<file path="src/rtl/corr_peak_find.sv">
// Sequential arg-max over N_DISP captured correlation scores, one candidate compared per clock.
// Optional second-best tracking and `margin` output when CORR_PEAK_CONF_EN is defined.
module corr_peak_find #(
  parameter int CORR_W = 16,
  parameter int N_DISP = 21,
  parameter int IDX_W  = 5
) (
  input  logic                     clk,
  input  logic                     rst,
  input  logic                     wen,
  input  logic [N_DISP*CORR_W-1:0] corr_in,
  output logic                     busy,
  output logic                     out_valid,
  output logic [IDX_W-1:0]         best_idx,
  output logic [CORR_W-1:0]        best_val,
  output logic                     overrun
`ifdef CORR_PEAK_CONF_EN
  ,
  output logic [CORR_W-1:0]        margin
`endif
);

  typedef enum logic {IDLE, SCAN} state_t;

  localparam logic [IDX_W-1:0] LAST_IDX = IDX_W'(N_DISP - 1);

  state_t state_reg, state_next;

  logic [CORR_W-1:0] corr_arr   [N_DISP];
  logic [CORR_W-1:0] shadow_reg [N_DISP];
  logic [IDX_W-1:0]  ptr_reg;
  logic [CORR_W-1:0] run_best_reg;
  logic [IDX_W-1:0]  run_idx_reg;
  logic              out_valid_reg;
  logic [IDX_W-1:0]  best_idx_reg;
  logic [CORR_W-1:0] best_val_reg;
  logic              overrun_reg;

  logic [CORR_W-1:0] cur_score;
  logic              is_greater;
  logic              is_last;
  logic [CORR_W-1:0] best_next;
  logic [IDX_W-1:0]  idx_next;

  for (genvar gi = 0; gi < N_DISP; gi++) begin : g_unpack
    assign corr_arr[gi] = corr_in[gi*CORR_W +: CORR_W];
  end

  // State register
  always_ff @(posedge clk) begin
    if (rst) state_reg <= IDLE;
    else     state_reg <= state_next;
  end

  // Next-state logic
  always_comb begin
    state_next = state_reg;
    case (state_reg)
      IDLE:    if (wen) state_next = SCAN;
      SCAN:    if (is_last) state_next = IDLE;
      default: state_next = IDLE;
    endcase
  end

  // Output logic
  always_comb begin
    busy = (state_reg == SCAN);
  end

  // Strict greater-than keeps the lower index on ties.
  assign cur_score  = shadow_reg[ptr_reg];
  assign is_greater = cur_score > run_best_reg;
  assign is_last    = (ptr_reg == LAST_IDX);
  assign best_next  = is_greater ? cur_score : run_best_reg;
  assign idx_next   = is_greater ? ptr_reg   : run_idx_reg;

`ifdef CORR_PEAK_CONF_EN
  logic [CORR_W-1:0] second_reg;
  logic [CORR_W-1:0] second_next;
  logic [CORR_W-1:0] margin_reg;

  always_comb begin
    second_next = second_reg;
    if (is_greater)
      second_next = run_best_reg;
    else if (cur_score > second_reg)
      second_next = cur_score;
  end

  always_ff @(posedge clk) begin
    if (rst) begin
      second_reg <= '0;
      margin_reg <= '0;
    end else if (state_reg == IDLE && wen) begin
      second_reg <= '0;
    end else if (state_reg == SCAN) begin
      second_reg <= second_next;
      if (is_last) margin_reg <= best_next - second_next;
    end
  end

  assign margin = margin_reg;
`endif

  always_ff @(posedge clk) begin
    if (rst) begin
      for (int k = 0; k < N_DISP; k++) shadow_reg[k] <= '0;
      ptr_reg       <= '0;
      run_best_reg  <= '0;
      run_idx_reg   <= '0;
      out_valid_reg <= 1'b0;
      best_idx_reg  <= '0;
      best_val_reg  <= '0;
      overrun_reg   <= 1'b0;
    end else begin
      out_valid_reg <= 1'b0;
      if (state_reg == IDLE && wen) begin
        for (int k = 0; k < N_DISP; k++) shadow_reg[k] <= corr_arr[k];
        run_best_reg <= corr_arr[0];
        run_idx_reg  <= '0;
        ptr_reg      <= IDX_W'(1);
      end else if (state_reg == SCAN) begin
        run_best_reg <= best_next;
        run_idx_reg  <= idx_next;
        if (is_last) begin
          best_idx_reg  <= idx_next;
          best_val_reg  <= best_next;
          out_valid_reg <= 1'b1;
          ptr_reg       <= '0;
        end else begin
          ptr_reg <= ptr_reg + IDX_W'(1);
        end
      end
      // A frame arriving mid-scan is dropped; the shadow copy is left intact.
      if (state_reg == SCAN && wen) overrun_reg <= 1'b1;
    end
  end

  assign out_valid = out_valid_reg;
  assign best_idx  = best_idx_reg;
  assign best_val  = best_val_reg;
  assign overrun   = overrun_reg;

endmodule

</file>
<file path="config.mk">
export PLATFORM = sky130hd
export DESIGN_NAME = corr_peak_find
export DESIGN_NICKNAME = d
export VERILOG_FILES = /design/src/rtl/corr_peak_find.sv
export SDC_FILE = /design/constraint.sdc
export NUM_CORES = 1
export LEC_CHECK = 0
export BUFFER_PORTS_ARGS = -buffer_cell sky130_fd_sc_hd__buf_2
export CORE_MARGIN = 8
export CORE_UTILIZATION = 55
export CTS_CLUSTER_DIAMETER = 100
export DETAILED_ROUTE_END_ITERATION = 10
export PLACE_DENSITY = 0.8
export REMOVE_ABC_BUFFERS = 1
export SYNTH_ARGS = -nofsm -noshare
export SYNTH_HDL_FRONTEND = slang
export SYNTH_SLANG_ARGS = --single-unit
</file>
<file path="constraint.sdc">
create_clock -name clk -period 20.2 [get_ports clk]
set_input_delay 4.04 -clock clk [delete_from_list [all_inputs] [get_ports clk]]
set_output_delay 4.04 -clock clk [all_outputs]
set_load 0.02 [all_outputs]
</file>
=== Word-level counts from Yosys, hierarchy flattened ===
Memories as Yosys holds them, arrays and structs flattened.
Cells that the tools add are included.

* Add/sub/neg operators: 1
* Order comparisons: 1
* Equality and inequality tests: 1
* Muxes and demuxes: 37
* Bitwise logic cells: 23
* Reductions and logical operators: 6

{| class="wikitable"
|+ Operators with widths
! cell !! count
|-
| two-way mux 16 bit || 24
|-
| OR 1 bit || 21
|-
| greater-than comparator 16 bit || 1
|-
| two-way mux 1 bit || 10
|-
| two-way mux 5 bit || 2
|-
| adder 5 x 1 -> 5 bit, second input constant || 1
|-
| == test 5 bit, second input constant || 1
|-
| AND reduction 3 bit || 1
|-
| OR reduction 3 bit || 1
|-
| logical AND 1 bit || 2
|-
| NOT 1 bit || 2
|-
| one-hot mux 1 bit (2 select lines) || 1
|-
| nonzero test 2 bit || 1
|-
| OR reduction 2 bit || 1
|}

* Register bits after elaboration: 50
* Bits in writable memories: 336
* Bits of input ports: 339
* Memories: 1

{| class="wikitable"
|+ Memory list
! name !! words !! bits a word !! read ports !! clocked after Yosys merged registers in !! wr ports !! line !! text
|-
| shadow_reg || 21 || 16 || 1 || 0 || 21 || 30 || <nowiki>logic [CORR_W-1:0] shadow_reg [N_DISP];</nowiki>
|}

=== Depth between registers and ports, before layout ===
* Depth after elaboration: 6
* Mapped depth: 16

=== Least setup slack after synthesis ===
No wires, ideal clock.

* Path kind: input to register
* From: input port wen
* To: memory shadow_reg[0][0], enable pin
* Library setup time: 0.687 ns
* Arrival time: 11.066 ns
* Required time: 19.513 ns
* Path slack: 8.447 ns
* Cell stages on the path: 3
* Buffers on the path: 1
* Cell sequence: clkbuf_1 -> a21oi_1 -> inv_1

{| class="wikitable"
|+ RTL lines
! what !! line !! text
|-
| start: declaration || 10 || <nowiki>input logic wen,</nowiki>
|-
| end: declaration || 30 ||
|}

==> load_flow_metrics.sql <==
INSERT INTO impl_metrics (metric_group, metric, value, unit) VALUES
('job', 'max_cap_violations', '0', ''),
('worst_setup_path', 'cp_data_required_time', '20.34', 'ns'),
('global_routing', 'grt_max_degree', '170', ''),
('sta', 'final.period_utilization', '39.15', '%'),
('worst_setup_path', 'critical_setup_path_kind', 'primary input to register', ''),
('route', 'vias_per_cell', '5.529', ''),
('logic_synthesis', 'ys_ff_latch', '386', ''),
('worst_setup_path', 'path_cells', 'buf_2, a21oi_1, inv_8, buf_4, buf_4', ''),
('global_routing', 'globalRouteOverflowTotal', '0', ''),
('worst_setup_path', 'cp_top_family', 'buffers and inverters', ''),
('status', 'outcome', 'finished, final reports clean', ''),
('logic_synthesis', 'synth_area', '18020', 'µm²'),
('sta', 'final_hold_viol_count', '0', ''),
('logic_synthesis', 'netlist_top_cells_count', 'sky130_fd_sc_hd__edfxtp_1, sky130_fd_sc_hd__and2_1, sky130_fd_sc_hd__nand2_1', ''),
('logic_synthesis', 'synth-edff-count', '336', ''),
('sta', 'slew_violations', '0', ''),
('route', 'dr_total_vias', '11730', ''),
('global_routing', 'first_global_vias', '12500', ''),
('sta', 'setup_viol', '0', ''),
('sta', 'holdWs', '0.4669', 'ns'),
('worst_setup_path', 'timing.critical_path.slowest_cell_delay', '0.96', 'ns'),
('die', 'die-area', '38820', 'µm²'),
('placement', 'place_hpwl', '29.77', 'mm'),
('die', 'floorplan.die.height', '197.0', 'µm'),
('finish', 'layout-area-overhead-vs-synth', '18.22', '%'),
('logic_synthesis', 'ys_top_cells_by_area', 'sky130_fd_sc_hd__edfxtp_1, sky130_fd_sc_hd__and2_1, sky130_fd_sc_hd__dfxtp_1, sky130_fd_sc_hd__mux4_2, sky130_fd_sc_hd__mux2i_1', ''),
('clock_network', 'clk_path_buf_depth', '3', ''),
('finish', 'fillers', '2418', ''),
('pwr', 'vdd_drop_max', '72.06', 'µV'),
('global_routing', 'grt_pass1_wl', '67.66', 'mm'),
('logic_synthesis', 'post_synthesis_cells', '1331', ''),
('logic_synthesis', 'commonest_register_cell_after_synthesis', 'sky130_fd_sc_hd__edfxtp_1', ''),
('pwr', 'p_leak', '0.008547', 'µW'),
('worst_setup_path', 'critPathLaunchType', 'primary input', ''),
('sta', 'worst_slew_pin_slew', '1.209', 'ns'),
('die', 'die_width', '197.0', 'µm'),
('worst_setup_path', 'critical-path-top-cell-by-count', 'sky130_fd_sc_hd__buf_4', ''),
('logic_synthesis', 'post_synth_num_cell_types', '52', ''),
('die', 'core-area', '32370', 'µm²'),
('logic_synthesis', 'synth-seq-area-share', '61.53', '%'),
('worst_setup_path', 'crit_arrival', '8.04', 'ns'),
('clock_network', 'ctsResizeCount', '0', ''),
('route', 'totalWireLength', '44.38', 'mm'),
('clock_network', 'cts_post_setup_buffers_inserted', '0', ''),
('clock_network', 'cts_inserted_buffers', '42', ''),
('pwr', 'cell_area_power_density', '88.60', 'nW/µm²'),
('route', 'remaining_drcs', '0', ''),
('logic_synthesis', 'post-synth-top-count-cell', 'sky130_fd_sc_hd__edfxtp_1', ''),
('route', 'drtIter0Drc', '882', ''),
('finish', 'area_of_the_multi_input_gates', '6340', 'µm²'),
('clock_network', 'cts.sink_count', '386', ''),
('placement', 'gp_congestion', '0.7977', ''),
('die', 'number_of_rows_created_at_floorplan', '66', ''),
('sta', 'rsz0062_at_grt', 'false', ''),
('logic_synthesis', 'synth_largest_type_area_fraction', '55.98', '%'),
('global_routing', 'global_route.usage.total', '22.25', '%'),
('logic_synthesis', 'yosys.area.top_type', 'sky130_fd_sc_hd__edfxtp_1', ''),
('clock_network', 'clkLatencyLatePin', '0.53', 'ns'),
('logic_synthesis', 'postSynthAreaPerCell', '13.54', 'µm²'),
('clock_network', 'number_of_hold_buffers_added_after_cts', '0', ''),
('logic_synthesis', 'ys.warnings.count', '0', ''),
('sta', 'fin_skew', '0.01046', 'ns'),
('route', 'drt-wirelength-per-cell', '20.91', 'µm'),
('worst_setup_path', 'timing.critical_path.buf_inv', '4', ''),
('route', 'drt_first_pass_iters', '5', ''),
('clock_network', 'clock_tree.root_cell', 'sky130_fd_sc_hd__clkbuf_16', ''),
('worst_setup_path', 'rr_worst_depth', '5', ''),
('hold_path', 'min_delay_path_depth', '2', ''),
('sta', 'finalWorstPathRequiredPeriod', '7.907', 'ns'),
('logic_synthesis', 'async_reset_ff_share', '0', '%'),
('clock_network', 'tritoncts', 'built', '');
[routing by layer]
| metal | part of all wire, % | vias to the layer above | track usage (%) |
|---|---|---|---|
| li1 | - | 5530 | - |
| met3 | 7.6 | 92 | 4.906 |
| met2 | 49 | 437 | 37.10 |
| met4 | 2.9 | 0 | 7.551 |
| met1 | 41 | 5673 | 28.62 |
| met5 | 0 | - | 0 |
[cell usage in the layout, fill, tap and decap left out, types with 11 or more instances in the layout]
cell type and n:
sky130_fd_sc_hd__buf_2 361, sky130_fd_sc_hd__nor2_1 11, sky130_fd_sc_hd__nand3_1 23, sky130_fd_sc_hd__buf_4 15, sky130_fd_sc_hd__mux2i_1 79, sky130_fd_sc_hd__nor2b_1 51
sky130_fd_sc_hd__a221oi_1 14, sky130_fd_sc_hd__dfxtp_1 47, sky130_fd_sc_hd__a21oi_1 11, sky130_fd_sc_hd__mux4_2 39, sky130_fd_sc_hd__a32oi_1 13, sky130_fd_sc_hd__o21ai_0 11
sky130_fd_sc_hd__a311oi_1 15, sky130_fd_sc_hd__clkbuf_16 45, sky130_fd_sc_hd__nand2_1 85, sky130_fd_sc_hd__and2_1 290, sky130_fd_sc_hd__a2bb2oi_1 13, sky130_fd_sc_hd__nand3b_1 17
sky130_fd_sc_hd__nor3_1 13, sky130_fd_sc_hd__ha_1 18, sky130_fd_sc_hd__edfxtp_1 336, sky130_fd_sc_hd__mux2_2 16, sky130_fd_sc_hd__o211ai_1 15, sky130_fd_sc_hd__or3_1 16
sky130_fd_sc_hd__inv_1 21, sky130_fd_sc_hd__o211a_1 14
[per-stage QoR]
step	cell area (µm²)	cells	setup WS, ns	total power [µW]	utilization (%)
2_1_floorplan	17490	1230	8.736	1101	-
3_3_place_gp	20000	2048	11.96	1165	61.80
3_5_place_dp	20000	2048	11.81	1175	61.80
4_1_cts	21300	2120	12.36	1899	65.81
5_1_grt	21300	2120	11.97	1953	65.81
6_report	21310	2122	12.29	1888	65.82
[path summary, 6_finish.rpt]
kind / startpoint / to / slack, ns
worst max-delay path: wen / shadow_reg[9][8] / 12.29
worst min-delay path: overrun / overrun / 0.47
worst max register to register: busy / shadow_reg[9][8] / 14.79
worst min register to register: overrun / overrun / 0.47
[layout make-up]
cell class,count,area share [%]
antenna,2,0.02349
clock buffer,53,5.426
clock inverter,19,0.6694
inverter,22,0.4228
multi-input combinational,822,29.75
sequential,386,52.10
tap,442,2.595
timing repair buffer,376,9.008
[tightest hold or removal path, cell delays in order (launching register included)]
cell                      delay [ns]
sky130_fd_sc_hd__dfxtp_1        0.32
sky130_fd_sc_hd__a21oi_1        0.04
sky130_fd_sc_hd__nor2_1         0.07
[logic make-up (layout without fill, tap and decap cells)]
group	Yosys count	in the layout	share of synthesized area, %
xor+xnor	3	3	0.1458
mux	138	138	10.84
other cells	0	2	0
compound gates	135	135	5.929
flops	386	386	61.53
buf+inv	123	470	3.422
simple gates	528	528	16.88
fa+ha+maj	18	18	1.250
[where the power goes]
group,internal [µW],switching [µW]
Clock,429,301
Sequential,929,21.5
Combinational,91.7,115
Total,1450,438
No activity file was read; power rests on OpenSTA's default activity.
